<file path="config.mk">
export PLATFORM = sky130hd
export DESIGN_NAME = mips_fifosync_ext
export DESIGN_NICKNAME = d
export VERILOG_FILES = /design/src/rtl/mips_fifosync_ram.sv /design/src/rtl/mips_fifosync_ext.sv
export SDC_FILE = /design/constraint.sdc
export NUM_CORES = 1
export LEC_CHECK = 0
export CAP_MARGIN = 5
export CORE_ASPECT_RATIO = 2
export CORE_MARGIN = 4
export CORE_UTILIZATION = 30
export CTS_CLUSTER_SIZE = 8
export DETAILED_ROUTE_END_ITERATION = 8
export PLACE_DENSITY_LB_ADDON = 0.1
export SYNTH_ARGS = -nofsm -noshare
export SYNTH_HDL_FRONTEND = slang
export SYNTH_SLANG_ARGS = --single-unit
</file>
<file path="constraint.sdc">
create_clock -name clk -period 6.1 [get_ports clk]
set_clock_uncertainty 0.15 [all_clocks]
set_input_delay 0.61 -clock clk [delete_from_list [all_inputs] [get_ports clk]]
set_output_delay 0.61 -clock clk [all_outputs]
set_load 0.02 [all_outputs]
</file>
<file path="src/rtl/mips_fifosync_ram.sv">
// Storage array for the synchronous FIFOs: one write port and an asynchronous read address.
// The array has no reset. Consumers must qualify the read data themselves.
module mips_fifosync_ram #(
  parameter int S_WORD      = 8,
  parameter int SPOWER2_MEM = 4,
  parameter int AW          = (SPOWER2_MEM > 0) ? SPOWER2_MEM : 1
) (
  input  logic              clk,
  input  logic              wr_en,
  input  logic [AW-1:0]     wr_addr,
  input  logic [S_WORD-1:0] wr_data,
  input  logic [AW-1:0]     rd_addr,
  output logic [S_WORD-1:0] rd_data
);

  localparam int S_MEM = 1 << SPOWER2_MEM;

  logic [S_WORD-1:0] mem [S_MEM];

  always_ff @(posedge clk) begin
    if (wr_en) mem[wr_addr] <= wr_data;
  end

  assign rd_data = mem[rd_addr];

endmodule

</file>
<file path="src/rtl/mips_fifosync_ext.sv">
// Synchronous FIFO with occupancy level, almost-full/almost-empty thresholds, flush,
// sticky overflow/underflow flags, and a choice of show-ahead or registered output.
module mips_fifosync_ext #(
  parameter int S_WORD      = 8,
  parameter int SPOWER2_MEM = 4,
  parameter int AFULL_LVL   = (1 << SPOWER2_MEM) - 1,
  parameter int AEMPTY_LVL  = 1,
  parameter int REG_OUT     = 0
) (
  input  logic                   clk,
  input  logic                   rst,
  input  logic                   flush,
  input  logic                   wr_en,
  input  logic [S_WORD-1:0]      wr_data,
  input  logic                   rd_en,
  output logic [S_WORD-1:0]      rd_data,
  output logic                   rd_valid,
  output logic                   fifo_full,
  output logic                   fifo_empty,
  output logic                   almost_full,
  output logic                   almost_empty,
  output logic [SPOWER2_MEM:0]   level,
  output logic                   overflow,
  output logic                   underflow
);

  localparam int S_MEM = 1 << SPOWER2_MEM;
  localparam int PW    = SPOWER2_MEM + 1;
  localparam int AW    = (SPOWER2_MEM > 0) ? SPOWER2_MEM : 1;

  if (AFULL_LVL < 1 || AFULL_LVL > S_MEM) begin : g_bad_afull
    $error("mips_fifosync_ext: AFULL_LVL must lie in 1..S_MEM");
  end
  if (AEMPTY_LVL < 0 || AEMPTY_LVL > S_MEM - 1) begin : g_bad_aempty
    $error("mips_fifosync_ext: AEMPTY_LVL must lie in 0..S_MEM-1");
  end

  logic [PW-1:0]     wr_ptr;
  logic [PW-1:0]     rd_ptr;
  logic              full;
  logic              empty;
  logic              push_ok;
  logic              pop_ok;
  logic              ram_we;
  logic [S_WORD-1:0] ram_rd_data;

  // Low pointer bits address the array; the mask keeps a depth-1 FIFO at address 0.
  function automatic logic [AW-1:0] mem_addr(input logic [PW-1:0] ptr);
    return AW'(ptr) & AW'(S_MEM - 1);
  endfunction

  assign full    = (wr_ptr ^ rd_ptr) == PW'(S_MEM);
  assign empty   = (wr_ptr == rd_ptr);
  assign pop_ok  = rd_en & ~empty;
  assign push_ok = wr_en & (~full | pop_ok);
  assign ram_we  = push_ok & ~rst & ~flush;

  assign fifo_full    = full;
  assign fifo_empty   = empty;
  assign almost_full  = (level >= PW'(AFULL_LVL));
  assign almost_empty = (level <= PW'(AEMPTY_LVL));

  mips_fifosync_ram #(
    .S_WORD      (S_WORD),
    .SPOWER2_MEM (SPOWER2_MEM),
    .AW          (AW)
  ) u_ram (
    .clk     (clk),
    .wr_en   (ram_we),
    .wr_addr (mem_addr(wr_ptr)),
    .wr_data (wr_data),
    .rd_addr (mem_addr(rd_ptr)),
    .rd_data (ram_rd_data)
  );

  always_ff @(posedge clk) begin
    if (rst || flush) begin
      wr_ptr    <= '0;
      rd_ptr    <= '0;
      level     <= '0;
      overflow  <= 1'b0;
      underflow <= 1'b0;
    end else begin
      if (push_ok) wr_ptr <= wr_ptr + PW'(1);
      if (pop_ok)  rd_ptr <= rd_ptr + PW'(1);
      case ({push_ok, pop_ok})
        2'b10:   level <= level + PW'(1);
        2'b01:   level <= level - PW'(1);
        default: level <= level;
      endcase
      if (wr_en && full && !pop_ok) overflow  <= 1'b1;
      if (rd_en && empty)           underflow <= 1'b1;
    end
  end

  if (REG_OUT != 0) begin : g_reg_out
    logic [S_WORD-1:0] rd_data_q;
    logic              rd_valid_q;

    // Flush drops a pending read but keeps the last data word.
    always_ff @(posedge clk) begin
      if (rst) begin
        rd_data_q  <= '0;
        rd_valid_q <= 1'b0;
      end else if (flush) begin
        rd_valid_q <= 1'b0;
      end else if (pop_ok) begin
        rd_data_q  <= ram_rd_data;
        rd_valid_q <= 1'b1;
      end else begin
        rd_valid_q <= 1'b0;
      end
    end

    assign rd_data  = rd_data_q;
    assign rd_valid = rd_valid_q;
  end else begin : g_show_ahead
    assign rd_data  = ram_rd_data;
    assign rd_valid = ~empty;
  end

  level_tracks_ptrs: assert property (@(posedge clk) disable iff (rst) level == wr_ptr - rd_ptr);

endmodule

</file>
======== After elaboration in Yosys (flattened, before gate mapping) ========
Memories as Yosys holds them, arrays and structs flattened. A register that Yosys moved wholly into a read port is not among the register bits.
Index checks and enable logic that the tools add are counted.
word-level totals
  register bits after elaboration ......... 17
  RAM bits ................................ 128
  word-level logic and storage cells ...... 37
  memories kept ........................... 1
memory list
  name       words  bits a word  rd ports  clocked after Yosys merged registers in  write ports  line                     source
  u_ram.mem  16     8            1         1                                        1            mips_fifosync_ram.sv:18  logic [S_WORD-1:0] mem [S_MEM];
cells by class
  add/sub/neg operators ................... 4
  order comparisons ....................... 2
  equal/unequal tests ..................... 4
  mux-type cells .......................... 5
  bitwise gates (word level) .............. 10
  reductions and logical operators ........ 6
operators by type and width
  cell                                                               count
  adder 5 x 1 -> 5 bit, second input constant                        3
  one-hot mux 5 bit (2 select lines)                                 1
  two-way mux 4 bit                                                  2
  == test 5 bit                                                      1
  == test 5 bit, second input constant                               1
  greater-or-equal comparator 5 x 4 -> 1 bit, second input constant  1
  <= comparator 5 x 1 -> 1 bit, second input constant                1
  subtractor 5 x 1 -> 5 bit, second input constant                   1
  XOR 5 bit                                                          1
  AND 1 bit                                                          4
  NOT 1 bit                                                          4
  logical AND 1 bit                                                  3
  == test 2 x 1 -> 1 bit, second input constant                      1
  == test 2 bit, second input constant                               1
  two-way mux 1 bit                                                  2
  nonzero test 2 bit                                                 1
  zero test 1 bit                                                    1
  logical OR 1 bit                                                   1
  OR 1 bit                                                           1

======== Logic depth before layout (Yosys ltp) ========
  word-level depth ........................ 9
  depth in mapped cells ................... 8
  mapped depth without buffers ............ 6

======== Hierarchy ========
A second synthesis with hierarchy kept.
unflattened totals
  cell total of the unflattened synthesis .. 351
  area, all modules ....................... 6048.3 um^2
by module, submodules not included
  module             instances  cells an instance  area each (um^2)  sequential area each (um^2)
  mips_fifosync_ram  1          221                4987.3            3843.7
  mips_fifosync_ext  1          130                1061.0            340.3

======== Worst setup path after synthesis ========
Ideal clock, no wire load.
  kind .................................... input -> register
  start ................................... in wr_en
  end ..................................... mem u_ram.mem[0][0], enable pin
  library setup time ...................... 0.383 ns
  data arrival time ....................... 2.038 ns
  data required time ...................... 5.567 ns
  path slack .............................. 3.529 ns
  stages on the path ...................... 5
  buffers on the path ..................... 2
  cells stage by stage .................... clkbuf_1 buf_2 a21boi_4 nand3_1 nor3_1
on the way
  cells in the longest elaborated chain, start to end .. 5
ends and longest elaborated chain
  item                                     line                     source
  from (decl)                              mips_fifosync_ext.sv:13  input logic wr_en,
  AND 1 bit                                mips_fifosync_ext.sv:55  assign push_ok = wr_en & (~full | pop_ok);
  AND 1 bit (2 in series)                  mips_fifosync_ext.sv:56  assign ram_we = push_ok & ~rst & ~flush;
  two-way mux 1 bit                        mips_fifosync_ram.sv:21  if (wr_en) mem[wr_addr] <= wr_data;
  two-way mux 1 bit (not written as such)  mips_fifosync_ram.sv:21
  to (decl)                                mips_fifosync_ram.sv:18
No other way between the ends.

==> impl_results.md <==
* Hold/Removal Path Class: reg -> reg
* I/O pin count at 33
* YS warnings at 0
* GRT Resource Usage Total at 14.38%
* Main synth FF type: edfxtp_1
* Syn Std Cell Area at 0.006165 mm²
* Synth async-reset ratio at 0%
* H-tree lvl count at 4
* Post-CTS setup buffers at 0
* Setup Total Neg Slack at 0 ns
* DR vias at 3191
* TritonCTS Sinks at 149
* First-pass GRT wire length at 22860 µm
* Syn Inst Count at 342
* Die X at 109.4 µm
* Area growth, synth to finish at 21.58%
* Starting DRC count in detailed routing at 164
* Most frequent cells in the layout: edfxtp_1, mux4_2, nor2_1
* Largest net degree at the start of global routing at 33
* WL final at 15320 µm
* Final period util at 65.06%
* Post-cts resize count at 0
* Wire per inst at 22.87 µm
* P per Cell Area at 317.6 mW/mm²
* Number of distinct library cells after synthesis at 47
* Max-cap violations at 0
* DRC at 0
* Syn Area/Cell at 18.03 µm²
* WHS at 0.3312 ns
* CP arrival at 3.21 ns
* Worst path required time at 5.34 ns
* Core area at 0.02037 mm²
* Final Hold Vio Count at 0
* DRT Pass-1 Iters at 4
* Post-route ant nets at 0
* CTS tree: built
* Tmin final at 3.969 ns
* Fill count at 1973
* Root Buffer: clkbuf_16
* Placer Congestion at 0.7252
* Final Max Slew Viols at 0
* Commonest non-fill, non-tap cell in the layout: edfxtp_1
* Final setup vio count at 0
* Final HPWL DP at 10410 µm
* CTS clock-pin slew for the worst setup and hold paths at 0.06 ns
* Max rail drop VDD at 0.1732 mV
* Global route overflow at 0
* Synthesized Nets at 364
* CTS Hold Buffers Added at 0
* Slew HR at 28.35%
* Num CTS Buffers at 17
* PortBufs at 32
* Initial antenna violation count at 0
* EDFF count, synth at 128
* Clk Latency, worst-skew pair at 0.42 ns
* Total Die Area at 0.02304 mm²
* Cell row count at 74
* RSZ-0062 raised after global routing: no
* Initial Utilization at 30.26%
* ANT cells at 0
* Critical Path End Type: output port
* Yosys reg bits at 149
* Startpoint Class: register
* Worst-Margin Slew at 1.071 ns
* Crit path max fanout at 17
* Crit path kind: reg -> out
* CTS Buffer Depth at 2
* Vias/cell at 4.763
* Max Clock Freq at 252.0 MHz
* Leakage at 0.002369 µW
* Layout cells sized above 1 at 23.27%
* Final #Nets at 413
* Status: complete, no violations
* Vias in the first global route at 3572
* Die height at 210.7 µm
* Seq/Total Area, Yosys at 69.17%
-- per-stage QoR --
step	setup WS, ns	total power, µW	util [%]	area [µm²]	std cells
after global placement	2.450	1225	33.54	6832	638
after detailed placement	2.470	1226	33.54	6832	638
after global routing	1.911	2461	36.79	7495	670
after CTS	2.003	2412	36.79	7495	670
after floorplan	3.529	1184	-	6165	342
final	2.131	2380	36.79	7495	670
-- critical path, stage by stage, from the launching register on --
cell,delay (ns)
dfxtp_2,0.74
buf_4,0.44
mux4_2,0.56
mux4_2,0.47
clkdlybuf4s50_1,0.55
-- registers in the layout (all words and copies together), names as in the netlist, named ones only --
signal / flops
u_ram.mem: 128
level: 5
rd_ptr: 5
wr_ptr: 5
overflow: 1
underflow: 1
-- kinds of logic (layout without fill, tap and decap cells) --
family / after synthesis / after routing / share of synthesized area (%)
flip-flops: 149 / 149 / 69.17
XOR/XNOR: 15 / 15 / 2.375
AO/OA/AOI/OAI: 25 / 25 / 2.943
AND/OR/NAND/NOR: 72 / 72 / 5.521
buffers and inverters: 23 / 85 / 1.989
adder cells (fa/ha/maj): 9 / 9 / 1.827
multiplexers: 49 / 49 / 16.18
-- Yosys cell counts, types with 2 or more instances --
master	instances	area, µm²
buf_1	5	18.77
xor2_1	3	26.28
nand3_1	5	25.02
dfxtp_1	21	420.4
buf_4	3	22.52
a31oi_1	2	12.51
nand4_1	4	25.02
ha_1	9	112.6
inv_1	5	18.77
nand2_1	10	37.54
nor3_1	4	20.02
buf_2	2	10.01
a21oi_1	8	40.04
xnor2_1	10	87.58
and3_1	3	18.77
mux2i_1	6	60.06
clkbuf_1	4	15.01
nor2b_1	2	12.51
o211ai_1	3	22.52
buf_6	3	33.78
or3_1	3	18.77
o21ai_0	3	15.01
edfxtp_1	128	3844
nor2_1	34	127.6
mux4_2	40	900.9
-- where the power goes --
part / total (µW) / leakage (µW) / switching (µW) / internal [µW]
clock network: 1180 / 0.000315 / 408 / 770
registers: 1120 / 0.00132 / 5.57 / 1110
logic: 87.5 / 0.000732 / 49.6 / 37.9
total: 2380 / 0.00237 / 463 / 1920
-- path summary, 6_finish.rpt --
check / startpoint / endpoint / slack, ns / depth (start not counted)
setup / recovery: register / rd_data[5] / 2.13 / 4
hold / removal: underflow / underflow / 0.33 / 2
setup reg to reg: wr_ptr[3] / u_ram.mem[10][1] / 3.05 / 5
hold reg to reg: underflow / underflow / 0.33 / 2
-- metal layers --
layer / wire [µm] / track usage (%) / vias up
met5: 0 / 0 / -
met4: 350 / 5.854 / 0
met3: 341 / 2.906 / 22
met2: 9094 / 27.12 / 67
met1: 5534 / 15.08 / 1654
li1: - / - / 1448
-- final cells by class --
cell class / instances / area, µm² / share of cell area, %
inverters: 6 / 22.52 / 0.3005
repair buffers: 47 / 432.9 / 5.776
flip-flops and latches: 149 / 4265 / 56.91
multi-input cells: 170 / 1778 / 23.72
clock inverters: 12 / 226.5 / 3.022
well taps: 266 / 332.8 / 4.441
clock buffers: 20 / 436.7 / 5.826
(Power assumes the default switching activity.)
==> variant 1 (same settings) <==
`SPOWER2_MEM` is set to 4 in 2 places; all go to 2.
--- a/src/rtl/mips_fifosync_ram.sv
+++ b/src/rtl/mips_fifosync_ram.sv
@@ -2,7 +2,7 @@
 // The array has no reset. Consumers must qualify the read data themselves.
 module mips_fifosync_ram #(
   parameter int S_WORD      = 8,
-  parameter int SPOWER2_MEM = 4,
+  parameter int SPOWER2_MEM = 2,
   parameter int AW          = (SPOWER2_MEM > 0) ? SPOWER2_MEM : 1
 ) (
   input  logic              clk,
--- a/src/rtl/mips_fifosync_ext.sv
+++ b/src/rtl/mips_fifosync_ext.sv
@@ -2,7 +2,7 @@
 // sticky overflow/underflow flags, and a choice of show-ahead or registered output.
 module mips_fifosync_ext #(
   parameter int S_WORD      = 8,
-  parameter int SPOWER2_MEM = 4,
+  parameter int SPOWER2_MEM = 2,
   parameter int AFULL_LVL   = (1 << SPOWER2_MEM) - 1,
   parameter int AEMPTY_LVL  = 1,
   parameter int REG_OUT     = 0
Interface: changed (resized level); port bits go from 33 to 31. No check against the original RTL was run, so the function may have changed too.
==> variant 1 against the unedited design <==
Setup slack better by 1000 ps. Sequential power fell by 70%. Routed wire length shrank 74%. Sequential cell count is 104 lower. Die area shrank 65%. Cell count is 61% lower. Synthesized area fell by 67%. Final area down 66%. Register-to-register slack improved by 640 ps. Critical path depth unchanged. First-iteration DRC count decreased by 76%. Total power down 72%. Global-route usage decreased by 3.5 points. Critical path type unchanged. Critical endpoint is now fifo_empty. Largest cell class unchanged.
==> variant 1: results (changes against the unedited design) <==
diodes: 0  # unchanged
ir_drop_v: 0.0000995  # was 0.000173 V
drt_iter0_drc: 40  # was 164
synth_fp_nets: 165  # was 364
root_buffer: "clkbuf_16"  # unchanged
period_share_pct: 48.7  # was 65.1%
p_leak_nw: 0.860  # was 2.37 nW
numCtsBuffers: 5  # was 17
avgRoutedWirePerCell_um: 15.3  # was 22.9 um
final_area_um2: 2550  # was 7490 um2
status: "complete, no violations"  # unchanged
tightest_slew_ps: 1110  # was 1070 ps
cpLargestDelayFamily: "buffers and inverters"  # was multiplexers
clkLatencyLatePin_ps: 280  # was 420 ps
synthTopCellsByCount: "edfxtp_1, dfxtp_1, nor2_1"  # was edfxtp_1, mux4_2, nor2_1
pre_cts_slack_ps: 3030  # was 2470 ps
drt_pass1_iterations: 4  # unchanged
n_fill_cell: 634  # was 1973
critPathLaunch: "wr_ptr[2]$_SDFFE_PP0P_"
synth_area_per_cell_um2: 14.1  # was 18.0 um2
place_congestion: 0.712  # was 0.725
cts_resized: 0  # unchanged
synthArstFlopShare_pct: 0  # unchanged
endpoint: "fifo_empty"  # was rd_data[5]
holdWs_ps: 323  # was 331 ps
synth_area_leaders: "edfxtp_1, dfxtp_1, mux4_2, ha_1, nor2_1"  # was edfxtp_1, mux4_2, dfxtp_1, nor2_1, ha_1
io_buffers: 30  # was 32
num_vias: 1255  # was 3191
timing.rr.end: "u_ram.mem[3][3]$_DFFE_PP_"  # was u_ram.mem[10][1]$_DFFE_PP_
synth_edf_count: 32  # was 128
dp.cells: 255  # was 638
path_max_fanout: 7  # was 17
nets: 196  # was 413
synth.distinct_cells: 29  # was 47
slowest_delay_ps: 630  # was 740 ps
rrSetupSlack_ps: 3690  # was 3050 ps
grt_max_degree: 16  # was 33
ys_warn_count: 0  # unchanged
rr_startpoint: "rd_ptr[0]$_SDFFE_PP0N_"  # was wr_ptr[3]$_SDFFE_PP0P_
postCtsSetupBuffers: 0  # unchanged
top_register: "u_ram.mem"  # unchanged
arrival_ps: 2210  # was 3210 ps
yosysSeqAreaShare_pct: 60.6  # was 69.2%
worstRegToRegCells: 3  # was 5
place_hpwl_mm: 3.03  # was 10.4 mm
crit_slowest_cell: "clkdlybuf4s50_1"  # was dfxtp_2
grt_use_total_pct: 10.9  # was 14.4%
largest_register_ffs: 32  # was 128
setup_tns_ps: 0  # unchanged
dpl_cell_area_um2: 2400  # was 6830 um2
holdCritPathClass: "reg2reg"  # unchanged
clk_pin_slew_ps: 60  # about the same
grt_pass1_wl_mm: 6.46  # was 22.9 mm
drive_gt1_share_pct: 11.4  # was 23.3%
detail_route.wirelength_mm: 4.02  # was 15.3 mm
htreeDepth: 2  # was 4
==> variant 1: cell types whose count changed in the layout (fill, tap and decap cells not counted), sizes merged, moves of 3 or more <==
cell | before | now
dfxtp | 21 | 13
mux2i | 7 | 1
xnor2 | 11 | 4
nand4 | 4 | 0
nor2 | 34 | 13
o211ai | 3 | 0
edfxtp | 128 | 32
clkbuf | 20 | 5
nand2 | 11 | 4
bufinv | 6 | 0
buf | 15 | 0
o31ai | 0 | 3
mux4 | 40 | 8
o21ai | 3 | 7
==> variant 1: final cells by class <==
class                           count  share of cell area, %
Timing Repair Buffer               30                   11.8
Sequential cell                    45                   47.9
Multi-Input combinational cell     84                   29.1
Clock buffer                        5                   4.91
Clock inverter                      3                  0.834
Tap cell                           88                   4.32
Inverter                            8                   1.18
==> variant 1: kinds of logic (layout without fill, tap and decap cells) <==
family | Yosys count | after routing | synth area share [%]
flops | 45 | 45 | 60.6
simple gates | 30 | 30 | 6.89
compound gates | 25 | 25 | 8.63
buf+inv | 14 | 46 | 2.61
xor+xnor | 11 | 11 | 6.27
fa+ha+maj | 9 | 9 | 5.59
mux | 9 | 9 | 9.44
==> variant 1: report_power, final <==
| part | internal [W] | leakage (nW) | switching (W) |
|---|---|---|---|
| logic | 0.0000282 | 0.395 | 0.0000317 |
| clock network | 0.000152 | 0.0702 | 0.000111 |
| registers | 0.000331 | 0.394 | 0.00000464 |
| total | 0.000512 | 0.860 | 0.000148 |
==> variant 1: how the worst min path moves through the flow <==
stage | from | endpoint | depth (start not counted)
global route | underflow$_SDFFE_PP0P_ | underflow$_SDFFE_PP0P_ | 2
global placement | overflow$_SDFFE_PP0P_ | overflow$_SDFFE_PP0P_ | 2
floorplan | rd_ptr[1]$_SDFFE_PP0N_ | flip-flop | 2
finish | underflow$_SDFFE_PP0P_ | underflow$_SDFFE_PP0P_ | 2
detailed placement | underflow$_SDFFE_PP0P_ | underflow$_SDFFE_PP0P_ | 2
CTS | underflow$_SDFFE_PP0P_ | underflow$_SDFFE_PP0P_ | 2
==> variant 1: routing by layer <==
metal	part of all wire, %	vias to the layer above	global-route usage [%]
li1	-	593	-
met5	0	-	0
met2	54	50	19.0
met1	36	597	10.9
met4	5.0	0	7.89
met3	5.2	15	2.71
==> variant 1: worst register-to-register path: cells and delay by family, from the launching register on <==
family	cells	cell delay, ps
flops	1	490
xor+xnor	1	340
compound gates	1	170
simple gates	1	880
==> variant 2 (config.mk and constraints unchanged) <==
Without the edit above. Put one more register stage on the output `underflow`. The value now appears one clock later. The other outputs are not delayed to match. Comments in the files are not updated.
--- a/src/rtl/mips_fifosync_ext.sv
+++ b/src/rtl/mips_fifosync_ext.sv
@@ -27,6 +27,8 @@
   localparam int S_MEM = 1 << SPOWER2_MEM;
   localparam int PW    = SPOWER2_MEM + 1;
   localparam int AW    = (SPOWER2_MEM > 0) ? SPOWER2_MEM : 1;
+
+  logic underflow_s0;
 
   if (AFULL_LVL < 1 || AFULL_LVL > S_MEM) begin : g_bad_afull
     $error("mips_fifosync_ext: AFULL_LVL must lie in 1..S_MEM");
@@ -79,7 +81,7 @@
       rd_ptr    <= '0;
       level     <= '0;
       overflow  <= 1'b0;
-      underflow <= 1'b0;
+      underflow_s0 <= 1'b0;
     end else begin
       if (push_ok) wr_ptr <= wr_ptr + PW'(1);
       if (pop_ok)  rd_ptr <= rd_ptr + PW'(1);
@@ -89,7 +91,7 @@
         default: level <= level;
       endcase
       if (wr_en && full && !pop_ok) overflow  <= 1'b1;
-      if (rd_en && empty)           underflow <= 1'b1;
+      if (rd_en && empty)           underflow_s0 <= 1'b1;
     end
   end
 
@@ -121,5 +123,9 @@
 
   level_tracks_ptrs: assert property (@(posedge clk) disable iff (rst) level == wr_ptr - rd_ptr);
 
+  always_ff @(posedge clk) begin
+    underflow <= underflow_s0;
+  end
+
 endmodule
 
Behaviour: not the same (a bounded check fails within 4 cycles, from zero or initial values).
==> variant 2 against the unedited design <==
Synthesized cell count up 0.29%. Synthesized area rose by 0.32%. Final area fell by 0.50%. Highest routed layer unchanged. Setup slack worse by 17 ps. Total power shrank 3.9%. Global-route usage is 0.62 points lower. Largest cell class unchanged. Routed wire length down 3.4%. Sequential cell count increased by 1. Critical path type unchanged.
==> variant 2: results (changes against the unedited design) <==
whs_path_depth: 0  # was 2
clkPwrFrac_pct: 47.1  # was 49.5%
met1_usage_pct: 13.9  # was 15.1%
grt_use_total_pct: 13.8  # was 14.4%
place_congestion: 0.740  # was 0.725
grt_pass1_vias: 3511  # was 3572
num_vias: 3196  # was 3191
worstRegToRegCells: 6  # was 5
synth_area_per_cell_um2: 18.0  # about the same
use_met3_pct: 2.69  # was 2.91%
buffers_excl_clock: 46  # was 47
synthXorXnorAreaFrac_pct: 2.37  # about the same
synth_mux_area_share_pct: 16.1  # was 16.2%
design.seq.count: 150  # was 149
timing.rr.end: "u_ram.mem[14][5]$_DFFE_PP_"  # was u_ram.mem[10][1]$_DFFE_PP_
slew_headroom_pct: 43.8  # was 28.4%
yosysSeqAreaShare_pct: 69.3  # was 69.2%
clockBufferCount: 19  # was 20
wl_met2_mm: 8.91  # was 9.09 mm
regArea_um2: 4290  # was 4270 um2
buf_share_pct: 5.70  # was 5.78%
power_frac_seq_pct: 49.0  # was 46.9%
holdWs_ps: 214  # was 331 ps
drt_iter0_drc: 113  # was 164
drive_gt1_share_pct: 23.0  # was 23.3%
met1_length_mm: 5.27  # was 5.53 mm
synth_compound_area_share_pct: 2.93  # was 2.94%
final-clk-cell-share_pct: 8.22  # was 8.85%
p_leak_nw: 2.34  # was 2.37 nW
drt_pass1_iterations: 8  # was 4
wl_met3_um: 331  # was 341 um
area_growth_pct: 20.6  # was 21.6%
hold_path_end: "underflow$_DFF_P_"  # was underflow$_SDFFE_PP0P_
synth_fp_nets: 365  # was 364
hold_start: "underflow_s0$_SDFFE_PP0P_"  # was underflow$_SDFFE_PP0P_
status: "complete, no violations"  # unchanged
avgRoutedWirePerCell_um: 22.1  # was 22.9 um
yosys.area_share.adder_pct: 1.82  # was 1.83%
p_switching_w: 0.000451  # was 0.000463 W
synthTopCellsByCount: "edfxtp_1, mux4_2, nor2_1"  # unchanged
p_comb_w: 0.0000871  # was 0.0000875 W
synth_area_leaders: "edfxtp_1, mux4_2, dfxtp_1, nor2_1, ha_1"  # unchanged
[variant 2: cell types whose count changed after synthesis]
cell and change:
dfxtp_1 +1
[variant 2: cells by family (layout without fill, tap and decap cells)]
group                    Yosys count  after routing
buffers and inverters             23             84
XOR/XNOR                          15             15
multiplexers                      49             49
AO/OA/AOI/OAI                     25             25
AND/OR/NAND/NOR                   72             72
flip-flops                       150            150
adder cells (fa/ha/maj)            9              9
[variant 2: how the worst max path moves through the flow]
stage	slack, ps	cells after the start	from	to
after detailed placement	2440	4	flip-flop	rd_data[5]
after global placement	2430	4	flip-flop	rd_data[5]
after global routing	1920	4	flip-flop	rd_data[5]
final	2110	4	flip-flop	rd_data[5]
after floorplan	3530	5	wr_en	u_ram.mem[0][0]$_DFFE_PP_
after CTS	1990	4	flip-flop	rd_data[5]
[variant 2: critical path, cell delays in order, from the launching register on]
cell,delay [ps]
dfxtp_2,740
buf_4,440
mux4_2,560
mux4_2,490
clkdlybuf4s50_1,560
